===== src/rtl/gumnut_arb_pkg.sv =====
// Shared types and default widths for the Gumnut unified-memory arbiter.
package gumnut_arb_pkg;

  localparam int GUMNUT_IADDR_W  = 12;
  localparam int GUMNUT_IDATA_W  = 18;
  localparam int GUMNUT_DADDR_W  = 8;
  localparam int GUMNUT_DDATA_W  = 8;
  localparam int GUMNUT_TIMEOUT  = 15;
  localparam int GUMNUT_STAT_W   = 16;

  typedef enum logic [1:0] {
    IDLE     = 2'd0,
    GNT_INST = 2'd1,
    GNT_DATA = 2'd2
  } arb_state_e;

  typedef enum logic {
    M_INST = 1'b0,
    M_DATA = 1'b1
  } master_e;

  function automatic master_e other_master(input master_e m);
    return (m == M_INST) ? M_DATA : M_INST;
  endfunction

  function automatic logic [GUMNUT_STAT_W-1:0] sat_inc(input logic [GUMNUT_STAT_W-1:0] v,
                                                      input logic en);
    return (en && (v != {GUMNUT_STAT_W{1'b1}})) ? v + 1'b1 : v;
  endfunction

endpackage


===== src/rtl/gumnut_mem_arbiter_if.sv =====
// Fetch bus, data bus and unified memory bus as seen by the arbiter.
// slave: the arbiter itself; master: the core + memory environment around it.
interface gumnut_mem_arbiter_if #(
  parameter int IADDR_W = 12,
  parameter int IDATA_W = 18,
  parameter int DADDR_W = 8,
  parameter int DDATA_W = 8
);
  logic               inst_cyc_i;
  logic               inst_stb_i;
  logic [IADDR_W-1:0] inst_adr_i;
  logic               inst_ack_o;
  logic [IDATA_W-1:0] inst_dat_o;

  logic               data_cyc_i;
  logic               data_stb_i;
  logic               data_we_i;
  logic [DADDR_W-1:0] data_adr_i;
  logic [DDATA_W-1:0] data_dat_i;
  logic               data_ack_o;
  logic [DDATA_W-1:0] data_dat_o;

  logic               mem_cyc_o;
  logic               mem_stb_o;
  logic               mem_we_o;
  logic [IADDR_W:0]   mem_adr_o;
  logic [DDATA_W-1:0] mem_dat_o;
  logic [IDATA_W-1:0] mem_dat_i;
  logic               mem_ack_i;

  logic               bus_err_o;

  modport slave (
    input  inst_cyc_i, inst_stb_i, inst_adr_i,
    output inst_ack_o, inst_dat_o,
    input  data_cyc_i, data_stb_i, data_we_i, data_adr_i, data_dat_i,
    output data_ack_o, data_dat_o,
    output mem_cyc_o, mem_stb_o, mem_we_o, mem_adr_o, mem_dat_o,
    input  mem_dat_i, mem_ack_i,
    output bus_err_o
  );

  modport master (
    output inst_cyc_i, inst_stb_i, inst_adr_i,
    input  inst_ack_o, inst_dat_o,
    output data_cyc_i, data_stb_i, data_we_i, data_adr_i, data_dat_i,
    input  data_ack_o, data_dat_o,
    input  mem_cyc_o, mem_stb_o, mem_we_o, mem_adr_o, mem_dat_o,
    output mem_dat_i, mem_ack_i,
    input  bus_err_o
  );

endinterface


===== src/rtl/gumnut_arb_watchdog.sv =====
// Granted-cycle counter: expire_o fires combinationally on the TIMEOUT-th enabled cycle.
// clr_i restarts the count; en_i marks a granted cycle that saw no memory ack.
module gumnut_arb_watchdog #(
  parameter int TIMEOUT = 15
) (
  input  logic clk_i,
  input  logic rst_i,
  input  logic clr_i,
  input  logic en_i,
  output logic expire_o
);

  logic [7:0] r_cnt;
  logic       w_last;

  // r_cnt holds the stalled cycles already seen, so the current one is r_cnt+1.
  assign w_last   = (r_cnt == 8'(TIMEOUT - 1));
  assign expire_o = en_i & w_last;

  always_ff @(posedge clk_i) begin
    if (rst_i || clr_i) begin
      r_cnt <= 8'd0;
    end else if (en_i && !w_last) begin
      r_cnt <= r_cnt + 8'd1;
    end
  end

endmodule


===== src/rtl/gumnut_mem_arbiter.sv =====
// Round-robin arbiter sharing one memory between Gumnut fetch and data buses; grant is registered
// (mem_* one cycle after request), held until ack/abort/watchdog. Optional stats: GUMNUT_ARB_STATS_EN.
module gumnut_mem_arbiter
  import gumnut_arb_pkg::*;
#(
  parameter int IADDR_W = GUMNUT_IADDR_W,
  parameter int IDATA_W = GUMNUT_IDATA_W,
  parameter int DADDR_W = GUMNUT_DADDR_W,
  parameter int DDATA_W = GUMNUT_DDATA_W,
  parameter int TIMEOUT = GUMNUT_TIMEOUT
) (
  input  logic                     clk_i,
  input  logic                     rst_i,
  gumnut_mem_arbiter_if.slave      bus
`ifdef GUMNUT_ARB_STATS_EN
  ,
  output logic [GUMNUT_STAT_W-1:0] stat_inst_gnt_o,
  output logic [GUMNUT_STAT_W-1:0] stat_data_gnt_o,
  output logic [GUMNUT_STAT_W-1:0] stat_stall_o
`endif
);

  localparam logic [1:0] ST_IDLE     = IDLE;
  localparam logic [1:0] ST_GNT_INST = GNT_INST;
  localparam logic [1:0] ST_GNT_DATA = GNT_DATA;

  logic [1:0]         r_state;
  logic [1:0]         w_state_nxt;
  master_e            r_last_gnt;
  master_e            w_last_nxt;
  logic               r_bus_err;

  logic               w_req_inst;
  logic               w_req_data;
  logic               w_gnt_inst;
  logic               w_gnt_data;
  logic               w_live_inst;
  logic               w_live_data;
  logic               w_live;
  logic               w_wd_clr;
  logic               w_wd_en;
  logic               w_expire;
  logic               w_term;
  logic [IADDR_W-1:0] w_data_adr_ext;

  assign w_req_inst  = bus.inst_cyc_i & bus.inst_stb_i;
  assign w_req_data  = bus.data_cyc_i & bus.data_stb_i;
  assign w_gnt_inst  = (r_state == ST_GNT_INST);
  assign w_gnt_data  = (r_state == ST_GNT_DATA);

  // Dropping cyc_i while granted is an abort: the memory cycle is gated off immediately.
  assign w_live_inst = w_gnt_inst & bus.inst_cyc_i;
  assign w_live_data = w_gnt_data & bus.data_cyc_i;
  assign w_live      = w_live_inst | w_live_data;

  assign w_wd_clr    = (r_state == ST_IDLE);
  assign w_wd_en     = w_live & ~bus.mem_ack_i & ~rst_i;
  assign w_term      = (bus.mem_ack_i | w_expire) & ~rst_i;

  gumnut_arb_watchdog #(
    .TIMEOUT (TIMEOUT)
  ) u_watchdog (
    .clk_i    (clk_i),
    .rst_i    (rst_i),
    .clr_i    (w_wd_clr),
    .en_i     (w_wd_en),
    .expire_o (w_expire)
  );

  always_comb begin
    w_state_nxt = r_state;
    w_last_nxt  = r_last_gnt;
    case (r_state)
      ST_IDLE: begin
        if (w_req_inst && w_req_data) begin
          w_state_nxt = (other_master(r_last_gnt) == M_INST) ? ST_GNT_INST : ST_GNT_DATA;
        end else if (w_req_inst) begin
          w_state_nxt = ST_GNT_INST;
        end else if (w_req_data) begin
          w_state_nxt = ST_GNT_DATA;
        end
      end
      ST_GNT_INST: begin
        if (!bus.inst_cyc_i) begin
          w_state_nxt = ST_IDLE;
        end else if (w_term) begin
          w_state_nxt = ST_IDLE;
          w_last_nxt  = M_INST;
        end
      end
      ST_GNT_DATA: begin
        if (!bus.data_cyc_i) begin
          w_state_nxt = ST_IDLE;
        end else if (w_term) begin
          w_state_nxt = ST_IDLE;
          w_last_nxt  = M_DATA;
        end
      end
      default: w_state_nxt = ST_IDLE;
    endcase
  end

  always_ff @(posedge clk_i) begin
    if (rst_i) begin
      r_state    <= ST_IDLE;
      r_last_gnt <= M_DATA;
      r_bus_err  <= 1'b0;
    end else begin
      r_state    <= w_state_nxt;
      r_last_gnt <= w_last_nxt;
      if (w_expire) begin
        r_bus_err <= 1'b1;
      end
    end
  end

  assign w_data_adr_ext = {{(IADDR_W - DADDR_W){1'b0}}, bus.data_adr_i};

  always_comb begin
    bus.mem_adr_o = '0;
    if (w_gnt_inst) begin
      bus.mem_adr_o = {1'b0, bus.inst_adr_i};
    end else if (w_gnt_data) begin
      bus.mem_adr_o = {1'b1, w_data_adr_ext};
    end
  end

  assign bus.mem_cyc_o  = w_live;
  assign bus.mem_stb_o  = w_live;
  assign bus.mem_we_o   = w_live_data & bus.data_we_i;
  assign bus.mem_dat_o  = w_gnt_data ? bus.data_dat_i : '0;

  // A watchdog termination completes the cycle with zero data.
  assign bus.inst_ack_o = w_live_inst & w_term;
  assign bus.data_ack_o = w_live_data & w_term;
  assign bus.inst_dat_o = (w_gnt_inst & ~w_expire) ? bus.mem_dat_i : {IDATA_W{1'b0}};
  assign bus.data_dat_o = (w_gnt_data & ~w_expire) ? bus.mem_dat_i[DDATA_W-1:0] : '0;
  assign bus.bus_err_o  = r_bus_err;

`ifdef GUMNUT_ARB_STATS_EN
  logic [GUMNUT_STAT_W-1:0] r_stat_inst_gnt;
  logic [GUMNUT_STAT_W-1:0] r_stat_data_gnt;
  logic [GUMNUT_STAT_W-1:0] r_stat_stall;
  logic                     w_new_inst;
  logic                     w_new_data;
  logic                     w_stall;

  assign w_new_inst = (r_state == ST_IDLE) & (w_state_nxt == ST_GNT_INST);
  assign w_new_data = (r_state == ST_IDLE) & (w_state_nxt == ST_GNT_DATA);
  assign w_stall    = (w_gnt_inst & w_req_data) | (w_gnt_data & w_req_inst);

  always_ff @(posedge clk_i) begin
    if (rst_i) begin
      r_stat_inst_gnt <= '0;
      r_stat_data_gnt <= '0;
      r_stat_stall    <= '0;
    end else begin
      r_stat_inst_gnt <= sat_inc(r_stat_inst_gnt, w_new_inst);
      r_stat_data_gnt <= sat_inc(r_stat_data_gnt, w_new_data);
      r_stat_stall    <= sat_inc(r_stat_stall, w_stall);
    end
  end

  assign stat_inst_gnt_o = r_stat_inst_gnt;
  assign stat_data_gnt_o = r_stat_data_gnt;
  assign stat_stall_o    = r_stat_stall;
`endif

endmodule


===== src/flat_wrapper.sv =====
// flat-port wrapper written by rule: the top's interface ports become plain ports
module gumnut_mem_arbiter_flat import gumnut_arb_pkg::*;
#(
  parameter int IADDR_W = GUMNUT_IADDR_W,
  parameter int IDATA_W = GUMNUT_IDATA_W,
  parameter int DADDR_W = GUMNUT_DADDR_W,
  parameter int DDATA_W = GUMNUT_DDATA_W,
  parameter int TIMEOUT = GUMNUT_TIMEOUT
)
  (clk_i, rst_i, bus_inst_cyc_i, bus_inst_stb_i, bus_inst_adr_i, bus_inst_ack_o, bus_inst_dat_o, bus_data_cyc_i, bus_data_stb_i, bus_data_we_i, bus_data_adr_i, bus_data_dat_i, bus_data_ack_o, bus_data_dat_o, bus_mem_cyc_o, bus_mem_stb_o, bus_mem_we_o, bus_mem_adr_o, bus_mem_dat_o, bus_mem_dat_i, bus_mem_ack_i, bus_bus_err_o);
  gumnut_mem_arbiter_if #(.IADDR_W(IADDR_W), .IDATA_W(IDATA_W), .DADDR_W(DADDR_W), .DDATA_W(DDATA_W)) bus_i ();
  input  logic clk_i;
  input  logic rst_i;
  input wire logic [$bits(bus_i.inst_cyc_i)-1:0] bus_inst_cyc_i;
  input wire logic [$bits(bus_i.inst_stb_i)-1:0] bus_inst_stb_i;
  input wire logic [$bits(bus_i.inst_adr_i)-1:0] bus_inst_adr_i;
  output wire logic [$bits(bus_i.inst_ack_o)-1:0] bus_inst_ack_o;
  output wire logic [$bits(bus_i.inst_dat_o)-1:0] bus_inst_dat_o;
  input wire logic [$bits(bus_i.data_cyc_i)-1:0] bus_data_cyc_i;
  input wire logic [$bits(bus_i.data_stb_i)-1:0] bus_data_stb_i;
  input wire logic [$bits(bus_i.data_we_i)-1:0] bus_data_we_i;
  input wire logic [$bits(bus_i.data_adr_i)-1:0] bus_data_adr_i;
  input wire logic [$bits(bus_i.data_dat_i)-1:0] bus_data_dat_i;
  output wire logic [$bits(bus_i.data_ack_o)-1:0] bus_data_ack_o;
  output wire logic [$bits(bus_i.data_dat_o)-1:0] bus_data_dat_o;
  output wire logic [$bits(bus_i.mem_cyc_o)-1:0] bus_mem_cyc_o;
  output wire logic [$bits(bus_i.mem_stb_o)-1:0] bus_mem_stb_o;
  output wire logic [$bits(bus_i.mem_we_o)-1:0] bus_mem_we_o;
  output wire logic [$bits(bus_i.mem_adr_o)-1:0] bus_mem_adr_o;
  output wire logic [$bits(bus_i.mem_dat_o)-1:0] bus_mem_dat_o;
  input wire logic [$bits(bus_i.mem_dat_i)-1:0] bus_mem_dat_i;
  input wire logic [$bits(bus_i.mem_ack_i)-1:0] bus_mem_ack_i;
  output wire logic [$bits(bus_i.bus_err_o)-1:0] bus_bus_err_o;
  assign bus_i.inst_cyc_i = bus_inst_cyc_i;
  assign bus_i.inst_stb_i = bus_inst_stb_i;
  assign bus_i.inst_adr_i = bus_inst_adr_i;
  assign bus_inst_ack_o = bus_i.inst_ack_o;
  assign bus_inst_dat_o = bus_i.inst_dat_o;
  assign bus_i.data_cyc_i = bus_data_cyc_i;
  assign bus_i.data_stb_i = bus_data_stb_i;
  assign bus_i.data_we_i = bus_data_we_i;
  assign bus_i.data_adr_i = bus_data_adr_i;
  assign bus_i.data_dat_i = bus_data_dat_i;
  assign bus_data_ack_o = bus_i.data_ack_o;
  assign bus_data_dat_o = bus_i.data_dat_o;
  assign bus_mem_cyc_o = bus_i.mem_cyc_o;
  assign bus_mem_stb_o = bus_i.mem_stb_o;
  assign bus_mem_we_o = bus_i.mem_we_o;
  assign bus_mem_adr_o = bus_i.mem_adr_o;
  assign bus_mem_dat_o = bus_i.mem_dat_o;
  assign bus_i.mem_dat_i = bus_mem_dat_i;
  assign bus_i.mem_ack_i = bus_mem_ack_i;
  assign bus_bus_err_o = bus_i.bus_err_o;
  gumnut_mem_arbiter #(.IADDR_W(IADDR_W), .IDATA_W(IDATA_W), .DADDR_W(DADDR_W), .DDATA_W(DDATA_W), .TIMEOUT(TIMEOUT)) u_core (.clk_i(clk_i), .rst_i(rst_i), .bus(bus_i));
endmodule

===== config.mk =====
export PLATFORM = sky130hd
export DESIGN_NAME = gumnut_mem_arbiter_flat
export DESIGN_NICKNAME = d
export VERILOG_FILES = /design/src/rtl/gumnut_arb_pkg.sv /design/src/rtl/gumnut_mem_arbiter_if.sv /design/src/rtl/gumnut_arb_watchdog.sv /design/src/rtl/gumnut_mem_arbiter.sv /design/src/flat_wrapper.sv
export SDC_FILE = /design/constraint.sdc
export NUM_CORES = 1
export LEC_CHECK = 0
export CAP_MARGIN = 15
export CORE_AREA = 3 3 69 71
export CTS_CLUSTER_DIAMETER = 60
export CTS_CLUSTER_SIZE = 12
export DETAILED_ROUTE_END_ITERATION = 7
export DIE_AREA = 0 0 72 74
export HOLD_SLACK_MARGIN = 0.06
export PLACE_DENSITY = 0.73
export SYNTH_ARGS = -nofsm -noshare
export SYNTH_HDL_FRONTEND = slang
export SYNTH_HIERARCHICAL = 1
export SYNTH_SLANG_ARGS = --single-unit
export TNS_END_PERCENT = 10

===== constraint.sdc =====
create_clock -name clk_i -period 4 [get_ports clk_i]
set_input_delay 1.2 -clock clk_i [delete_from_list [all_inputs] [get_ports clk_i]]
set_output_delay 1.2 -clock clk_i [all_outputs]
set_load 0.05 [all_outputs]

After elaboration in Yosys (flattened, before gate mapping)
Cells that the tools add are included.
- output and inout bits: 53
- word-level logic and storage cells: 56
- register bits: 12
- input port bits: 54
- bitwise operators: 18
- add/subtract/negate cells: 1
- mux-type cells: 18
- reduce and logical (&&, ||, !) cells: 7
- equal/unequal tests: 8
- operator list (kind ; count):
    13-bit 2-to-1 mux ; 2
    18-bit 2-to-1 mux ; 1
    8-bit 2-to-1 mux ; 2
    2-bit 2-to-1 mux ; 7
    1-bit bitwise AND ; 13
    8-bit by 1-bit adder with 8-bit output (second input constant) ; 1
    8-bit by 4-bit == test with 1-bit output (second input constant) ; 1
    2-bit inequality test (second input constant) ; 4
    2-bit one-hot mux with 3 select lines ; 1
    5-bit AND reduction ; 1
    1-bit 2-to-1 mux ; 4
    4-bit by 1-bit inequality test with 1-bit output (second input constant) ; 1
    1-bit inverter ; 3
    2-bit by 1-bit == test with 1-bit output (second input constant) ; 1
    2-bit == test (second input constant) ; 1
    1-bit logical AND ; 2
    2-bit logical NOT ; 1
    1-bit OR ; 2
    1-bit one-hot mux with 2 select lines ; 1
    2-bit nonzero test ; 1
    1-bit logical NOT ; 1
    1-bit logical OR ; 1

Longest topological paths before layout
- depth in word-level cells: 11
- mapped depth: 9
- depth with buffers taken out: 7

Modules after synthesis
Netlist, hierarchy kept.
- modules (own cells, without submodules) (module ; sequential area each (um^2) ; times used ; cells each ; area an instance (um^2)):
    gumnut_mem_arbiter ; 80.1 ; 1 ; 89 ; 676.9
    gumnut_arb_watchdog ; 160.2 ; 1 ; 53 ; 439.2

Least setup slack after synthesis
Ideal clock, no wire load.
- kind: input -> output
- start: input bus_inst_cyc_i
- end: output bus_data_ack_o
- data required time: 2800 ps
- path buffers: 0
- arrival: 3107 ps
- slack: -307 ps
- cell stages on the path: 5
- path through: nand3b_1 a211oi_1 and3_1 o21bai_4 nor2_1
- cells in the longest elaborated chain, start to end: 8
- ends and longest elaborated chain (what ; RTL line ; RTL):
    start, declared ; flat_wrapper.sv:14 ; input wire logic [$bits(bus_i.inst_cyc_i)-1:0] bus_inst_cyc_i;
    1-bit bitwise AND ; gumnut_mem_arbiter.sv:52 ; assign w_live_inst = w_gnt_inst & bus.inst_cyc_i;
    1-bit OR ; gumnut_mem_arbiter.sv:54 ; assign w_live = w_live_inst | w_live_data;
    1-bit bitwise AND (2 in a row) ; gumnut_mem_arbiter.sv:57 ; assign w_wd_en = w_live & ~bus.mem_ack_i & ~rst_i;
    net u_core.w_wd_en ; gumnut_mem_arbiter.sv:41 ; logic w_wd_en;
    1-bit bitwise AND ; gumnut_arb_watchdog.sv:18 ; assign expire_o = en_i & w_last;
    net u_core.w_expire ; gumnut_mem_arbiter.sv:42 ; logic w_expire;
    1-bit OR ; gumnut_mem_arbiter.sv:58 ; assign w_term = (bus.mem_ack_i | w_expire) & ~rst_i;
    1-bit bitwise AND ; gumnut_mem_arbiter.sv:58 ;
    1-bit bitwise AND ; gumnut_mem_arbiter.sv:135 ; assign bus.data_ack_o = w_live_data & w_term;
    end, declared ; flat_wrapper.sv:24 ; output wire logic [$bits(bus_i.data_ack_o)-1:0] bus_data_ack_o;
The timed path passes the listed nets, and every way through them passes these cells.

Worst setup path after layout
- start: input rst_i
- end: output bus_inst_dat_o[7]
- cells in the longest elaborated chain, start to end: 6
- ends and longest elaborated chain (what ; RTL line ; RTL):
    start, declared ; flat_wrapper.sv:13 ; input logic rst_i;
    1-bit inverter ; gumnut_mem_arbiter.sv:57 ;
    1-bit bitwise AND ; gumnut_mem_arbiter.sv:57 ;
    net u_core.w_wd_en ; gumnut_mem_arbiter.sv:41 ;
    1-bit bitwise AND ; gumnut_arb_watchdog.sv:18 ;
    net u_core.w_expire ; gumnut_mem_arbiter.sv:42 ;
    1-bit inverter ; gumnut_mem_arbiter.sv:136 ; assign bus.inst_dat_o = (w_gnt_inst & ~w_expire) ? bus.mem_dat_i : {IDATA_W{1'b0}};
    1-bit bitwise AND ; gumnut_mem_arbiter.sv:136 ;
    18-bit 2-to-1 mux ; gumnut_mem_arbiter.sv:136 ;
    end, declared ; flat_wrapper.sv:18 ; output wire logic [$bits(bus_i.inst_dat_o)-1:0] bus_inst_dat_o;
The timed path passes the listed nets, and every way through them passes these cells.

==> impl_metrics.tcl <==
set metrics [dict create \
    status "complete, no violations" \
    p_leak_nw 0.9910 \
    ys_seq_area_frac 0.2152 \
    maxSlewHeadroom 0.6677 \
    dpl.cell_count 302 \
    grt_overflow 0 \
    min_period_ns 3.890 \
    grtUsageTotal 0.1493 \
    power_density_nw_per_um2 204.4 \
    hp-class "flop to flop" \
    crit_fanout 4 \
    slowest_stage "clkdlybuf4s50_1" \
    clock_latency_ns 0.24 \
    drv_cap 0 \
    dieArea_sq_um 5328 \
    drt_iter0_markers 24 \
    grt_pass1_vias 1304 \
    antenna_left 0 \
    finalNonFillerCells 307 \
    p_comb_frac 0.468 \
    worst_clock_skew_ns 0.002902 \
    internal_power_w 0.0003128 \
    first_pass_iters 4 \
    io_buffers 106 \
    post_route_cells_drive_above_1_share 0.3333 \
    die_w_um 72 \
    viasPerCell 4.586 \
    synthArstFlopShare 0 \
    peakVddDrop_mv 0.1232 \
    gp_congestion 0.7976 \
    nFillCells 409 \
    cts_tree "built" \
    wl_um 4153 \
    fin_setup_tns_ns 0 \
    fmaxAchievable_ghz 0.2571 \
    synth_cell_types 38 \
    ys.flop_type "dfxtp_1" \
    clockPowerShare 0.273 \
    slowest_delay_ns 0.46 \
    finalNetCount 312 \
    synthesis.nets 198 \
    synth-edff-count 0 \
    placed_area_sq_um 2213 \
    worst_slew_pin_slew_ns 0.4970 \
    place_hpwl_um 3468 \
    p_seq_frac 0.259 \
    dr_total_vias 1408 \
    path_clk_slew_ns 0.05 \
    drc_errors 0 \
    min_period_over_period 0.9725 \
    htree_levels 1 \
    yosysWarnings 6 \
    synth_area_per_cell_sq_um 7.860 \
    setup_viol 0 \
    cp-start-kind "input port" \
    p_sw_w 0.0001694 \
    hold_viol 0 \
    coreArea_sq_um 4294 \
    dieHeight_um 74 \
    clock_tree.buffer_depth 2 \
    path_class "input port to primary output" \
    rsz0062_at_grt "false" \
    netSwitchingFraction 0.3513 \
    start_util 0.2599 \
    ys_seq_elements 12 \
    fin_util 0.5492 \
    cts_made_buffers 3 \
    ctsHoldBuffers 0 \
    cts_setup_buffers 0 \
    routedWlPerCell_um 13.53 \
    cp.required_ns 2.80 \
    grt_start_max_net_pins 22 \
    antennaDiodeCount 0 \
    crit_path_end_kind "primary output" \
    rows 24 \
    syn_inst 142 \
    fin_area_sq_um 2359 \
    grt_first_pass_wirelength_um 6341 \
    clkSinkCount 12 \
    maxSlewViolCount 0 \
    root_buffer "clkbuf_8" \
    cp_data_arrival_time_ns 2.69 \
    crit_chain "clkdlybuf4s50_1, a211oi_2, and3_4, nor3_4, buf_2, and2_1, buf_6" \
    syn2layout_area_growth_pct 111.3 \
    syn_area_sq_um 1116 \
    num_io_pins 107 \
    antenna_found_initial 0 \
]
-- cell families after synthesis --
kind of cell | Yosys count | synth area share
DFF | 12 | 0.2152
and+or+nand+nor | 79 | 0.4395
buffers and inverters | 13 | 0.06389
AOI/OAI and AO/OA | 35 | 0.2500
muxes | 1 | 0.008969
adders and majority gates | 2 | 0.02242
-- cells in the final DEF, fill, tap and decap left out, types with 2 or more instances in the layout --
| master | count |
|---|---|
| nor2b_4 | 2 |
| or3_1 | 2 |
| buf_4 | 35 |
| a22o_1 | 9 |
| buf_6 | 22 |
| nand2_1 | 11 |
| a2111o_1 | 2 |
| clkdlybuf4s50_1 | 53 |
| and2_1 | 38 |
| nand4_1 | 2 |
| nand3_2 | 3 |
| a21oi_1 | 8 |
| dlygate4sd2_1 | 2 |
| ha_1 | 2 |
| nor2_2 | 2 |
| dfxtp_1 | 12 |
| nor2_1 | 8 |
| buf_12 | 5 |
| inv_1 | 4 |
| a2111oi_2 | 2 |
| clkbuf_8 | 4 |
| o21ai_0 | 5 |
-- final timing paths --
check / startpoint / end / slack [ns] / depth (start not counted)
setup / recovery: rst_i / bus_inst_dat_o[7] / 0.11 / 7
hold / removal: u_core/u_watchdog/r_cnt[7] / u_core/u_watchdog/r_cnt[7] / 0.48 / 2
hold reg to reg: u_core/u_watchdog/r_cnt[7] / u_core/u_watchdog/r_cnt[7] / 0.48 / 2
setup reg to reg: u_core/r_state[1] / u_core/u_watchdog/r_cnt[7] / 1.67 / 7
-- power by group through the flow --
stage / Clock (W) / Combinational, W / Sequential (W)
after floorplan: 0 / 0.000125 / 0.000124
final: 0.000131 / 0.000226 / 0.000125
after detailed placement: 0 / 0.000223 / 0.000128
after global routing: 0.000139 / 0.000237 / 0.000126
after global placement: 0 / 0.000221 / 0.000128
after CTS: 0.000134 / 0.000226 / 0.000125
-- metal layers --
| layer | global-route usage | part of all wire | vias up |
|---|---|---|---|
| met2 | 0.2847 | 0.51 | 57 |
| met4 | 0.03132 | 0.0046 | 0 |
| met1 | 0.1733 | 0.40 | 623 |
| met3 | 0.02838 | 0.079 | 2 |
| li1 | - | - | 726 |
| met5 | 0 | 0 | - |
-- cells in the mapped netlist, types with 2 or more instances --
cell,number,area [sq um]
a211oi_1,2,15.01
buf_4,3,22.52
inv_1,4,15.01
o21ai_0,5,25.02
a22o_1,9,78.83
or3_1,2,12.51
nand3_2,3,30.03
clkbuf_1,2,7.510
buf_2,3,15.01
a2111oi_2,2,30.03
nand4_1,2,12.51
a2111o_1,2,22.52
ha_1,2,25.02
and2_1,38,237.7
nand2_1,11,41.29
a21oi_1,8,40.04
dfxtp_1,12,240.2
and3_1,2,12.51
nor2b_4,2,27.53
nor2_1,10,37.54
-- area by class of cell --
cell class                      count  area (sq um)  area share
Inverter                            4         15.01    0.006366
Sequential cell                    12         240.2      0.1019
Clock buffer                        4         55.05     0.02334
Multi-Input combinational cell    117         819.5      0.3475
Tap cell                           52         65.06     0.02759
Timing Repair Buffer              118          1164      0.4934
-- critical path, delay by kind of cell --
kind	cells	cell delay (ns)
buf+inv	3	0.77
simple gates	3	0.47
compound gates	1	0.25
-- flip-flops by register name, summed over array words and instances (netlist names) --
| register | cells |
|---|---|
| u_core/bus.bus_err_o | 1 |
| u_core/r_state | 2 |
| u_core/r_last_gnt | 1 |
| u_core/u_watchdog/r_cnt | 8 |
-- through the flow --
stage,power [W],hold WS [ns],setup slack [ns]
2_1_floorplan,0.0002491,0.4478,0.06615
3_3_place_gp,0.0003487,0.4636,-0.05816
3_5_place_dp,0.0003502,0.4748,-0.1063
4_1_cts,0.0004850,0.4827,0.08867
5_1_grt,0.0005018,0.5092,0.02498
6_report,0.0004821,0.4798,0.1102
-- what timing repair did --
action | CTS | global route
hold endpoints to repair | 0 | 0
cloned | 1 | 0
pin swaps | 1 | 1
setup endpoints to repair | 28 | 1
resized for setup | 25 | 0
No activity file was read; power rests on OpenSTA's default activity.
